`config.mk`:
```
export PLATFORM = sky130hd
export DESIGN_NAME = bfly_serial_out
export DESIGN_NICKNAME = d
export VERILOG_FILES = /design/src/rtl/fft_pkg.sv /design/src/rtl/cmul_w8.sv /design/src/rtl/bfly_serial_out.sv
export SDC_FILE = /design/constraint.sdc
export NUM_CORES = 1
export LEC_CHECK = 0
export BUFFER_PORTS_ARGS = -buffer_cell sky130_fd_sc_hd__buf_2
export CELL_PAD_IN_SITES_DETAIL_PLACEMENT = 0
export CELL_PAD_IN_SITES_GLOBAL_PLACEMENT = 1
export CORE_UTILIZATION = 35
export CTS_CLUSTER_DIAMETER = 120
export DETAILED_ROUTE_END_ITERATION = 7
export GPL_ROUTABILITY_DRIVEN = 0
export PLACE_DENSITY_LB_ADDON = 0.1
export SLEW_MARGIN = 5
export SYNTH_ARGS = -nofsm -noshare
export SYNTH_HDL_FRONTEND = slang
export SYNTH_SLANG_ARGS = --single-unit
```
`constraint.sdc`:
```
create_clock -name clock -period 6.3 [get_ports clock]
set_clock_uncertainty 0.15 [all_clocks]
set_input_delay 1.26 -clock clock [delete_from_list [all_inputs] [get_ports clock]]
set_output_delay 1.26 -clock clock [all_outputs]
set_load 0.03 [all_outputs]
```
`src/rtl/fft_pkg.sv`:
```
// Shared constants, FSM state type and W8 twiddle ROM for the radix-2 butterfly.
package fft_pkg;

    localparam int unsigned DW   = 8;
    localparam int unsigned CW   = 8;
    localparam int unsigned FRAC = 7;

    typedef enum logic [2:0] {
        StIdle,
        StMult,
        StAdd,
        StOut0,
        StOut1,
        StOut2,
        StOut3
    } bfly_state_t;

    typedef struct packed {
        logic signed [CW-1:0] re;
        logic signed [CW-1:0] im;
    } twiddle_t;

    // W8^k in Q1.7; +1.0 is clipped to 127 while -1.0 is exact.
    localparam twiddle_t TWIDDLE_ROM [8] = '{
        '{re: 8'sd127,  im: 8'sd0},
        '{re: 8'sd91,   im: -8'sd91},
        '{re: 8'sd0,    im: 8'sh80},
        '{re: -8'sd91,  im: -8'sd91},
        '{re: 8'sh80,   im: 8'sd0},
        '{re: -8'sd91,  im: 8'sd91},
        '{re: 8'sd0,    im: 8'sd127},
        '{re: 8'sd91,   im: 8'sd91}
    };

    localparam logic signed [DW+2:0] SAT_MAX = (DW+3)'(2 ** (DW - 1) - 1);
    localparam logic signed [DW+2:0] SAT_MIN = ~SAT_MAX;

    // Halve an 11-bit sum and clamp to a byte; MSB of the result flags saturation.
    function automatic logic [DW:0] half_sat(input logic signed [DW+2:0] s);
        logic signed [DW+2:0] h;
        h = s >>> 1;
        if (h > SAT_MAX) begin
            return {1'b1, SAT_MAX[DW-1:0]};
        end else if (h < SAT_MIN) begin
            return {1'b1, SAT_MIN[DW-1:0]};
        end
        return {1'b0, h[DW-1:0]};
    endfunction

endpackage

```
`src/rtl/cmul_w8.sv`:
```
// Registered B*W8^k multiplier: products latched on mult_en, rounded sums combinational.
module cmul_w8
    import fft_pkg::*;
(
    input  logic                 clock,
    input  logic                 n_rst,
    input  logic                 mult_en,
    input  logic [2:0]           w,
    input  logic signed [DW-1:0] br,
    input  logic signed [DW-1:0] bi,
    output logic signed [DW+1:0] wbr,
    output logic signed [DW+1:0] wbi
);

    localparam int unsigned PW = DW + CW;
    localparam int unsigned SW = PW + 1;
    localparam logic signed [SW-1:0] HALF = SW'(2 ** (FRAC - 1));

    twiddle_t             tw;
    logic signed [PW-1:0] rr_q, ii_q, ri_q, ir_q;
    logic signed [SW-1:0] pr, pi;

    assign tw = TWIDDLE_ROM[w];

    always_ff @(posedge clock or negedge n_rst) begin
        if (!n_rst) begin
            rr_q <= '0;
            ii_q <= '0;
            ri_q <= '0;
            ir_q <= '0;
        end else if (mult_en) begin
            rr_q <= PW'(br) * PW'($signed(tw.re));
            ii_q <= PW'(bi) * PW'($signed(tw.im));
            ri_q <= PW'(br) * PW'($signed(tw.im));
            ir_q <= PW'(bi) * PW'($signed(tw.re));
        end
    end

    always_comb begin
        pr = SW'(rr_q) - SW'(ii_q);
        pi = SW'(ri_q) + SW'(ir_q);
    end

    // Round half up, then drop the Q1.7 fraction; result always fits 10 bits.
    assign wbr = (DW+2)'((pr + HALF) >>> FRAC);
    assign wbi = (DW+2)'((pi + HALF) >>> FRAC);

endmodule

```
`src/rtl/bfly_serial_out.sv`:
```
// Radix-2 DIT butterfly with byte-serial valid/ready output.
// Optional sticky saturation flag port ovf when SAT_FLAG_EN is defined.
module bfly_serial_out
    import fft_pkg::*;
(
    input  logic          clock,
    input  logic          n_rst,
    input  logic          start,
    input  logic [2:0]    w,
    input  logic [DW-1:0] rea,
    input  logic [DW-1:0] ima,
    input  logic [DW-1:0] reb,
    input  logic [DW-1:0] imb,
    output logic          busy,
    output logic [DW-1:0] dout,
    output logic          dout_valid,
    input  logic          dout_ready,
    output logic          dout_last
`ifdef SAT_FLAG_EN
    ,
    output logic          ovf
`endif
);

    bfly_state_t          state_q, state_d;
    logic                 cap, mult_en, y_en;
    logic [2:0]           w_q;
    logic signed [DW-1:0] rea_q, ima_q, reb_q, imb_q;
    logic signed [DW-1:0] y0r_q, y0i_q, y1r_q, y1i_q;
    logic signed [DW+1:0] wbr, wbi;
    logic signed [DW+2:0] s0r, s0i, s1r, s1i;
    logic [DW:0]          r0r, r0i, r1r, r1i;

    cmul_w8 u_cmul (
        .clock   (clock),
        .n_rst   (n_rst),
        .mult_en (mult_en),
        .w       (w_q),
        .br      (reb_q),
        .bi      (imb_q),
        .wbr     (wbr),
        .wbi     (wbi)
    );

    always_comb begin
        s0r = (DW+3)'(rea_q) + (DW+3)'(wbr);
        s0i = (DW+3)'(ima_q) + (DW+3)'(wbi);
        s1r = (DW+3)'(rea_q) - (DW+3)'(wbr);
        s1i = (DW+3)'(ima_q) - (DW+3)'(wbi);
        r0r = half_sat(s0r);
        r0i = half_sat(s0i);
        r1r = half_sat(s1r);
        r1i = half_sat(s1i);
    end

    always_comb begin
        state_d    = state_q;
        cap        = 1'b0;
        mult_en    = 1'b0;
        y_en       = 1'b0;
        busy       = 1'b1;
        dout_valid = 1'b0;
        dout_last  = 1'b0;
        dout       = '0;
        unique case (state_q)
            StIdle: begin
                busy = 1'b0;
                if (start) begin
                    cap     = 1'b1;
                    state_d = StMult;
                end
            end
            StMult: begin
                mult_en = 1'b1;
                state_d = StAdd;
            end
            StAdd: begin
                y_en    = 1'b1;
                state_d = StOut0;
            end
            StOut0: begin
                dout_valid = 1'b1;
                dout       = y0r_q;
                if (dout_ready) state_d = StOut1;
            end
            StOut1: begin
                dout_valid = 1'b1;
                dout       = y0i_q;
                if (dout_ready) state_d = StOut2;
            end
            StOut2: begin
                dout_valid = 1'b1;
                dout       = y1r_q;
                if (dout_ready) state_d = StOut3;
            end
            StOut3: begin
                dout_valid = 1'b1;
                dout_last  = 1'b1;
                dout       = y1i_q;
                if (dout_ready) state_d = StIdle;
            end
            default: state_d = StIdle;
        endcase
    end

    always_ff @(posedge clock or negedge n_rst) begin
        if (!n_rst) begin
            state_q <= StIdle;
            w_q     <= '0;
            rea_q   <= '0;
            ima_q   <= '0;
            reb_q   <= '0;
            imb_q   <= '0;
            y0r_q   <= '0;
            y0i_q   <= '0;
            y1r_q   <= '0;
            y1i_q   <= '0;
        end else begin
            state_q <= state_d;
            if (cap) begin
                w_q   <= w;
                rea_q <= rea;
                ima_q <= ima;
                reb_q <= reb;
                imb_q <= imb;
            end
            if (y_en) begin
                y0r_q <= r0r[DW-1:0];
                y0i_q <= r0i[DW-1:0];
                y1r_q <= r1r[DW-1:0];
                y1i_q <= r1i[DW-1:0];
            end
        end
    end

`ifdef SAT_FLAG_EN
    logic ovf_q;

    always_ff @(posedge clock or negedge n_rst) begin
        if (!n_rst) begin
            ovf_q <= 1'b0;
        end else if (cap) begin
            ovf_q <= 1'b0;
        end else if (y_en && (r0r[DW] | r0i[DW] | r1r[DW] | r1i[DW])) begin
            ovf_q <= 1'b1;
        end
    end

    assign ovf = ovf_q;
`else
    logic unused_sat;
    assign unused_sat = r0r[DW] | r0i[DW] | r1r[DW] | r1i[DW];
`endif

endmodule

```
==> results of run 1 <==
-- stage by stage --
stage	hold slack, ps	instances	instance area [sq um]	util, %	setup slack [ps]
final	320.7	2669	19800	38.60	407.6
after CTS	328.5	2669	19800	38.60	231.7
after floorplan	288.0	1944	18150	-	697.9
after global routing	352.9	2669	19800	38.60	46.82
after detailed placement	315.2	2638	19200	37.43	242.4
after global placement	306.0	2638	19200	37.43	459.1
-- cells in the mapped netlist, types with 5 or more instances --
cell type	n	area (sq um)
a22o_1	12	105.1
buf_1	8	30.03
or2_2	5	31.28
nor3b_1	5	37.54
a31o_2	7	61.31
o31ai_1	11	82.58
inv_1	341	1280
o21a_1	14	105.1
o22a_1	8	70.07
nor2_1	103	386.6
clkbuf_1	43	161.4
a21o_1	14	105.1
ha_1	231	2890
fa_1	204	4084
o21ai_0	96	480.5
nor2b_1	22	137.6
a211oi_1	8	60.06
nand2_1	166	623.1
a31oi_1	14	87.58
and3_1	10	62.56
o221a_2	6	67.56
mux2_2	47	529.3
or3_1	21	131.4
nor4_1	6	37.54
o21bai_1	9	67.56
xor2_1	38	332.8
a41o_1	5	50.05
xnor2_1	85	744.5
and2_1	58	362.9
dfrtp_1	134	3353
nand3_1	7	35.03
nor3_1	30	150.1
mux2i_1	14	140.1
a21oi_1	49	245.2
a21boi_0	6	45.04
nand2b_1	28	175.2
o211ai_1	12	90.09
-- per-layer routing --
metal | routed length [um] | global-route usage (%) | share of wire (%)
met1 | 22830 | 25.60 | 52
met2 | 19400 | 27.31 | 44
met3 | 1034 | 2.617 | 2.4
met4 | 643 | 4.656 | 1.5
met5 | 0 | 0 | 0
-- worst min-delay path by stage --
stage,endpoint,cells after the start,slack (ps),from
floorplan,y0i_q[7],2,290,y0i_q[7]
global placement,y0i_q[7],2,310,y0i_q[7]
detailed placement,y0i_q[7],2,320,y0i_q[7]
CTS,y0i_q[7],2,330,y0i_q[7]
global route,y0i_q[7],2,350,y0i_q[7]
finish,y0i_q[7],2,320,y0i_q[7]
-- final cells by class --
type / instances / share of cell area, %
well taps: 680 / 4.297
repair buffers: 69 / 2.028
inverters: 341 / 6.464
clock buffers: 17 / 2.148
multi-input cells: 1414 / 67.24
flip-flops and latches: 134 / 16.93
clock inverters: 14 / 0.8909
-- worst reg2reg max path: stages, from the launching register on --
cell and delay [ps]:
dfrtp_1 430, inv_1 120, ha_1 210, o21ai_0 580, nand2_1 230, fa_1 540, fa_1 510, inv_1 60
fa_1 520, inv_1 50, fa_1 470, inv_1 40, ha_1 280, inv_1 80, o21ai_0 140, a31oi_1 200
nor2_1 70, o31a_1 260, o41ai_1 280, xnor3_1 460, o21ai_0 140
-- registers in the layout, indices dropped and copies added, names as in the netlist --
| register | cells |
|---|---|
| u_cmul.ii_q | 16 |
| y1i_q | 8 |
| reb_q | 8 |
| y0i_q | 8 |
| imb_q | 8 |
| u_cmul.rr_q | 16 |
| w_q | 3 |
| y0r_q | 8 |
| ima_q | 8 |
| state_q | 3 |
| rea_q | 8 |
| u_cmul.ir_q | 16 |
| u_cmul.ri_q | 16 |
| y1r_q | 8 |
-- kinds of logic (layout without fill, tap and decap cells) --
family          count (synthesis)  after routing  share of synthesized area, %
simple gates                  477            477                         12.75
flops                         134            134                         18.48
xor+xnor                      124            124                         6.060
mux                            61             61                         3.688
compound gates                317            317                         12.38
buf+inv                       396            441                         8.218
fa+ha+maj                     435            435                         38.43
==> metrics.txt, run 1 <==
R2R depth=20; Chip Height=229.7 um; Top FF cell, synth=dfrtp_1; slew margin rel.=43.98%; Clock transition at path regs=70 ps; status=finished, final reports clean; CTS tree=yes; final hold viol count=0; crit path kind=reg -> reg; H-tree levels=4; layout cells sized above 1=9.402%; Mapped Cells=1,944; number of hold buffers added after cts=0; Clk Latency, worst-skew pair=480 ps; CP Buf/Inv Count=5; final slew viol count=0; cell depth of the worst setup path=20; port bufs=49; core footprint=51,300 sq um; fillers=5,278; largest net degree at the start of global routing=85; r2r setup slk=410 ps; num rows=83; CTS max path bufs=2; first-pass GRT wire length=72,730 um; Final setup viols=0; Yosys Warn Count=0; synthesized cell area=18,150 sq um; drt first pass iters=5; reg2reg end=u_cmul.rr_q[15]; DRC Markers=0; Multi-input gate area=13,310 sq um; endpoint type of the worst setup path=flop; vias in the first global route=13,180; worst endpoint data arrival time=6140 ps; EDFF count, synth=0; RSZ-0062 raised after global routing=no; max frequency=169.7 MHz; setup_tns=0 ps; ANT cells=0; CP endpoint=u_cmul.rr_q[15]; # Post-CTS Setup Buffers=0; worst r2r src=w_q[0]; post-layout min period=5892 ps; global route overflow=0; syn_area_per_cell=9.336 sq um; syn_nets=2,418; die area=52,770 sq um; sequential element share of the synthesized area=18.48%; Hold WC Path Type=reg -> reg; commonest cells after routing, fill and taps aside=341 x inv_1, 231 x ha_1, 204 x fa_1; CP startpoint=w_q[0]; total track usage=17.66%; Reg area=3353 sq um; TritonCTS Buffers=17; Die W=229.7 um; delay-heaviest family, CP=adder cells; via count=12,650; CP Data Required Time=6550 ps; initial antenna violation count=0; Area Overhead vs Synth=9.107%; Crit path largest cell delay=580 ps; Worst Tran Pin Value=840.3 ps; clk root buf=clkbuf_16; critical path's slowest cell=o21ai_0; Initial Util=35.38%; CTS sink count=134; highest fanout seen on the critical path=5; Period Utilization, post-route=93.53%; Max Cap Viol=0; Top-Level Pins=50; most common cell after layout, fill and taps aside=inv_1; CTS resizes=0; Yosys reg bits=134; Worst path most repeated cell=inv_1; CP cell instances=inv_1 -> ha_1 -> o21ai_0 -> nand2_1 -> fa_1 -> fa_1 -> inv_1 -> fa_1 -> inv_1 -> fa_1 -> inv_1 -> ha_1 -> inv_1 -> o21ai_0 -> a31oi_1 -> nor2_1 -> o31a_1 -> o41ai_1 -> xnor3_1 -> o21ai_0; ANT nets after route=0; Vias/cell=4.740; DR iter-0 viols=573; Post-synth ARST share=100.0%; final wirelength=43,900 um; synth unique cells=77; crit start category=flop; WL/cell=16.45 um; Post-DP HPWL=36,630 um; Post-layout nets=2,451
Power of run 1 is left out: the tool's default activity adds up to more than one toggle a clock period on the data nets, which glitch-free logic cannot reach.
==> run 2: changes to the inputs <==
- RECOVER_POWER: default -> 25
==> run 2 against run 1 <==
The flow now finishes with violations (max-capacitance violations, max-slew violations). Setup slack better by 0.68 ps. Utilization about the same. Highest routed layer unchanged. Hold slack better by 0.65 ps. Critical endpoint unchanged. Wire length about the same. Global-route usage stayed put. First-iteration DRC count fell by 1.2%. Final area hardly changed. Sequential share of layout area barely moved. Sequential cell count stayed put. Non-clock buffer count unchanged. Largest cell class unchanged. Die area is the same. Via count about the same.
==> metrics.txt, run 2 (synthesis gave the netlist of run 1 again) <==
Period Utilization, post-route=93.52% (about the same); clk root buf=clkbuf_16; CP cell instances=inv_1 -> ha_1 -> o21ai_0 -> nand2_1 -> fa_1 -> fa_1 -> inv_1 -> fa_1 -> inv_1 -> fa_1 -> inv_1 -> ha_1 -> inv_1 -> o21ai_0 -> a31oi_1 -> nor2_1 -> o31a_1 -> o41ai_1 -> xnor3_1 -> o21ai_0; Worst Tran Pin Value=4237 ps (+3397 ps); DRC Markers=0 (unchanged); RSZ-0062 raised after global routing=no; status=complete, but fails checks; vias in the first global route=13,180 (unchanged); layout cells sized above 1=9.351% (-0.050 points); ANT nets after route=0 (unchanged); Max Cap Viol=1 (+1); first-pass GRT wire length=72,730 um (unchanged); Chip Height=229.7 um (unchanged); endpoint type of the worst setup path=flop; worst endpoint data arrival time=6140 ps (about the same); drt first pass iters=4 (-1); die area=52,770 sq um (unchanged); final hold viol count=0 (unchanged); largest net degree at the start of global routing=85 (unchanged); via count=12,640 (-0.047%); TritonCTS Buffers=17 (unchanged); setup_tns=0 ps (unchanged); Clk Latency, worst-skew pair=480 ps (about the same); num rows=83 (unchanged); initial antenna violation count=0 (unchanged); Vias/cell=4.737 (about the same); fillers=5,279 (+0.019%); Worst path most repeated cell=inv_1; Initial Util=35.38% (unchanged); critical path's slowest cell=o21ai_0; crit path kind=reg -> reg; Top-Level Pins=50 (unchanged); global route overflow=0 (unchanged); H-tree levels=4 (unchanged); port bufs=49 (unchanged); # Post-CTS Setup Buffers=0 (unchanged); most common cell after layout, fill and taps aside=inv_1; ANT cells=0 (unchanged); crit start category=flop; WL/cell=16.45 um (about the same); highest fanout seen on the critical path=5 (unchanged); CTS max path bufs=2 (unchanged); Final setup viols=0 (unchanged); commonest cells after routing, fill and taps aside=341 x inv_1, 231 x ha_1, 204 x fa_1; core footprint=51,300 sq um (unchanged); total track usage=17.66% (unchanged); Die W=229.7 um (unchanged); post-layout min period=5892 ps (-0.6790 ps); max frequency=169.7 MHz (about the same); CTS tree=yes; CP Data Required Time=6550 ps (about the same); Post-DP HPWL=36,630 um (unchanged); Area Overhead vs Synth=9.100% (about the same); Crit path largest cell delay=580 ps (about the same); failing checks=max-capacitance violations, max-slew violations; Clock transition at path regs=70 ps (about the same); final wirelength=43,890 um (about the same); CTS resizes=0 (unchanged); final slew viol count=85 (+85); slew margin rel.=-182.5% (-230 points); Hold WC Path Type=reg -> reg; Post-layout nets=2,451 (unchanged); number of hold buffers added after cts=0 (unchanged); DR iter-0 viols=566 (-1.2%); CTS sink count=134 (unchanged)
==> run 2: cell types whose count changed in the layout (fill, tap and decap cells not counted), sizes merged <==
cell,delta
clkdlybuf4s25,+1
buf,-1
==> run 2: routing by layer <==
metal | global-route usage, % | up-vias | wire (um)
met5 | 0 | - | 0
met4 | 4.656 | 0 | 646
met3 | 2.617 | 27 | 1055
met2 | 27.31 | 146 | 19380
met1 | 25.60 | 6068 | 22810
li1 | - | 6403 | -
==> run 2: cell type report <==
class	count	area (sq um)	area share [%]
flip-flops and latches	134	3353	16.94
clock buffers	17	425.4	2.149
repair buffers	69	400.4	2.022
clock inverters	14	176.4	0.8910
well taps	680	850.8	4.297
multi-input cells	1414	13310	67.24
inverters	341	1280	6.464
==> run 2: stage by stage <==
step                utilization (%)  area [sq um]  worst slack (ps)  cells  hold slack [ps]
finish                        38.60         19800             408.3   2669            321.3
global route                  38.60         19800             46.82   2669            352.9
CTS                           38.60         19800             231.7   2669            328.5
detailed placement            37.43         19200             242.4   2638            315.2
global placement              37.43         19200             459.1   2638            306.0
floorplan                         -         18150             697.9   1944            288.0
==> run 2: final timing paths <==
check / endpoint / start / slack (ps) / cells after the start
worst max-delay path: u_cmul.rr_q[15] / w_q[0] / 410 / 20
worst min-delay path: y0i_q[7] / y0i_q[7] / 320 / 2
worst max register to register: u_cmul.rr_q[15] / w_q[0] / 410 / 20
worst min register to register: y0i_q[7] / y0i_q[7] / 320 / 2
max in group asynchronous: u_cmul.rr_q[6] / n_rst / 1260 / 1
min in group asynchronous: u_cmul.ri_q[15] / n_rst / 2340 / 1
==> run 2: critical path, delay by kind of cell, from the launching register on <==
family | cells | cell delay [ps]
AO/OA/AOI/OAI | 6 | 1600
buffers and inverters | 5 | 350
adder cells (fa/ha/maj) | 6 | 2530
flip-flops | 1 | 430
XOR/XNOR | 1 | 460
AND/OR/NAND/NOR | 2 | 290
Power of run 2 is left out for the same reason.
==> run 3: changes to the inputs <==
- CELL_PAD_IN_SITES_GLOBAL_PLACEMENT: 1 -> 2
- clock period: 6.3 -> 4.75 ns (I/O delays scaled with it)
==> run 3 against run 2 <==
The flow finishes with violations (max-capacitance violations, max-slew violations, negative setup slack). Sequential cell count did not move. Global-route usage increased by 1.4 points. Clock-buffer cell count grew 2. Final cell count rose by 15%. Non-clock buffer count up 393. Via count is 13% higher. Utilization grew 9.0 points. Register-to-register slack got worse by 800 ps.
==> metrics.txt, run 3 (synthesis gave the netlist of run 1 again) <==
Core Util, Final=47.56% (+9.0 points); final wirelength=48,350 um (+10%); GR peak layer=met2; status=complete, but fails checks; number of hold buffers added after cts=0 (unchanged); Hold WC Path Type=reg -> reg; initial antenna violation count=1 (+1); reg2reg end=u_cmul.rr_q[14]; R2R depth=21 (+5.0%); DRC Markers=0 (unchanged); CP endpoint=u_cmul.rr_q[14]; largest net degree at the start of global routing=75 (-12%); WHS=316.2 ps (-5.161 ps); Chip Height=229.7 um (unchanged); r2r setup slk=-390 ps (-800 ps); RSZ-0062 raised after global routing=yes; Top-Level Pins=50 (unchanged); Final setup viols=20 (+20); total track usage=19.09% (+1.4 points); port bufs=49 (unchanged); failing checks=max-capacitance violations, max-slew violations, negative setup slack; slew margin rel.=-40.07% (+140 points); CTS tree=yes; crit path kind=reg -> reg; die area=52,770 sq um (unchanged); final slew viol count=74 (-13%); Post-layout nets=2,846 (+16%); first-pass GRT wire length=78,670 um (+8.2%); drt first pass iters=4 (unchanged); post-layout min period=5142 ps (-749.3 ps); final hold viol count=0 (unchanged); worst endpoint data arrival time=5370 ps (-770 ps); Period Utilization, post-route=108.3% (+15 points); WL/cell=15.76 um (-4.2%); commonest cells after routing, fill and taps aside=373 x buf_4, 302 x inv_1, 201 x ha_1; ANT nets after route=0 (unchanged); Post-DP HPWL=39,680 um (+8.3%); vias in the first global route=15,130 (+15%); endpoint type of the worst setup path=flop; Die W=229.7 um (unchanged); highest fanout seen on the critical path=5 (unchanged); design area=24,400 sq um (+23%); TritonCTS Buffers=17 (unchanged); via count=14,340 (+13%); crit start category=flop; Worst Tran Pin Value=2101 ps (-2136 ps); core footprint=51,300 sq um (unchanged); GR Util met3=2.703% (+0.087 points); layout cells sized above 1=35.56% (+26 points); global route overflow=0 (unchanged); max frequency=194.5 MHz (+15%); worst r2r src=w_q[0]; CTS sink count=134 (unchanged); Max Cap Viol=1 (unchanged); Area Overhead vs Synth=34.43%; Clk Latency, worst-skew pair=490 ps (about the same); routing usage on met2=32.35% (+5.0 points); H-tree levels=4 (unchanged); CP Data Required Time=4980 ps (-1570 ps); clk root buf=clkbuf_16; num rows=83 (unchanged); CTS max path bufs=2 (unchanged); Vias/cell=4.674 (-1.3%); CP cell instances=inv_2 -> ha_4 -> mux2i_4 -> buf_6 -> buf_6 -> nand2_4 -> inv_2 -> fa_2 -> fa_1 -> fa_1 -> fa_1 -> ha_1 -> nor2b_1 -> o21ai_2 -> a21boi_2 -> o21ai_2 -> a21oi_2 -> o21ai_2 -> a211oi_2 -> or3_1 -> a31o_2; GR met1 Demand/Resource=25.32% (-0.29 points); most common cell after layout, fill and taps aside=buf_4; Clock transition at path regs=70 ps (about the same); critical path's slowest cell=fa_1; Initial Util=35.38% (unchanged); DR iter-0 viols=435 (-23%); placed instance area=22,000 sq um (+15%); Crit path largest cell delay=560 ps (-20 ps); CP startpoint=w_q[0]; final worst setup slack=-392.4 ps (-800.7 ps)
[run 3: cell count changes in the layout (fill, tap and decap cells not counted), moves of 28 or more]
| cell | previous run | this run |
|---|---|---|
| buf_4 | 20 | 373 |
| buf_6 | 0 | 28 |
| ha_1 | 231 | 201 |
| inv_1 | 341 | 302 |
| inv_2 | 0 | 36 |
| o21ai_0 | 96 | 59 |
[run 3: layer usage]
metal | vias to the layer above | wire [um] | share of wire (%)
met5 | - | 0 | 0
met4 | 0 | 641 | 1.3
met3 | 33 | 1036 | 2.1
met2 | 124 | 23690 | 49
met1 | 6997 | 22990 | 48
li1 | 7186 | - | -
[run 3: worst min path at each step]
stage / end / from / slack (ps) / cells after the start
after CTS: y0i_q[7] / y0i_q[7] / 320 / 2
after detailed placement: y0i_q[7] / y0i_q[7] / 310 / 2
after global placement: y0i_q[7] / y0i_q[7] / 310 / 2
after floorplan: y0i_q[7] / y0i_q[7] / 290 / 2
after global routing: y0i_q[7] / y0i_q[7] / 340 / 2
final: y0i_q[7] / y0i_q[7] / 320 / 2
[run 3: final cells by class]
type	instances	area [sq um]
diodes	3	7.507
fillers	5019	26900
inverters	341	1287
well taps	680	850.8
clock inverters	13	143.9
multi-input cells	1416	14720
flip-flops and latches	134	3354
clock buffers	19	442.9
repair buffers	462	3588
[run 3: metrics by stage]
step,cells,TNS (ps),worst slack (ps)
2_1_floorplan,1944,-1546,-247.0
3_3_place_gp,2970,-13460,-502.9
3_5_place_dp,2970,-16360,-601.6
4_1_cts,3041,-4489,-388.4
5_1_grt,3065,-11080,-583.8
6_report,3068,-4344,-392.4
[run 3: worst max-delay path, delay by kind of cell, from the launching register on]
kind	cells	cell delay (ps)
fa+ha+maj	6	2450
compound gates	7	1010
simple gates	3	540
flops	1	410
buf+inv	4	390
mux	1	70
[run 3: what timing repair did]
item / in CTS / in global routing
endpoints found under the setup margin: 53 / 57
gates cloned: 3 / 0
buffers inserted: 38 / 27
resized for setup: 136 / 197
pin swaps: 73 / 128
Power of run 3 is left out for the same reason.
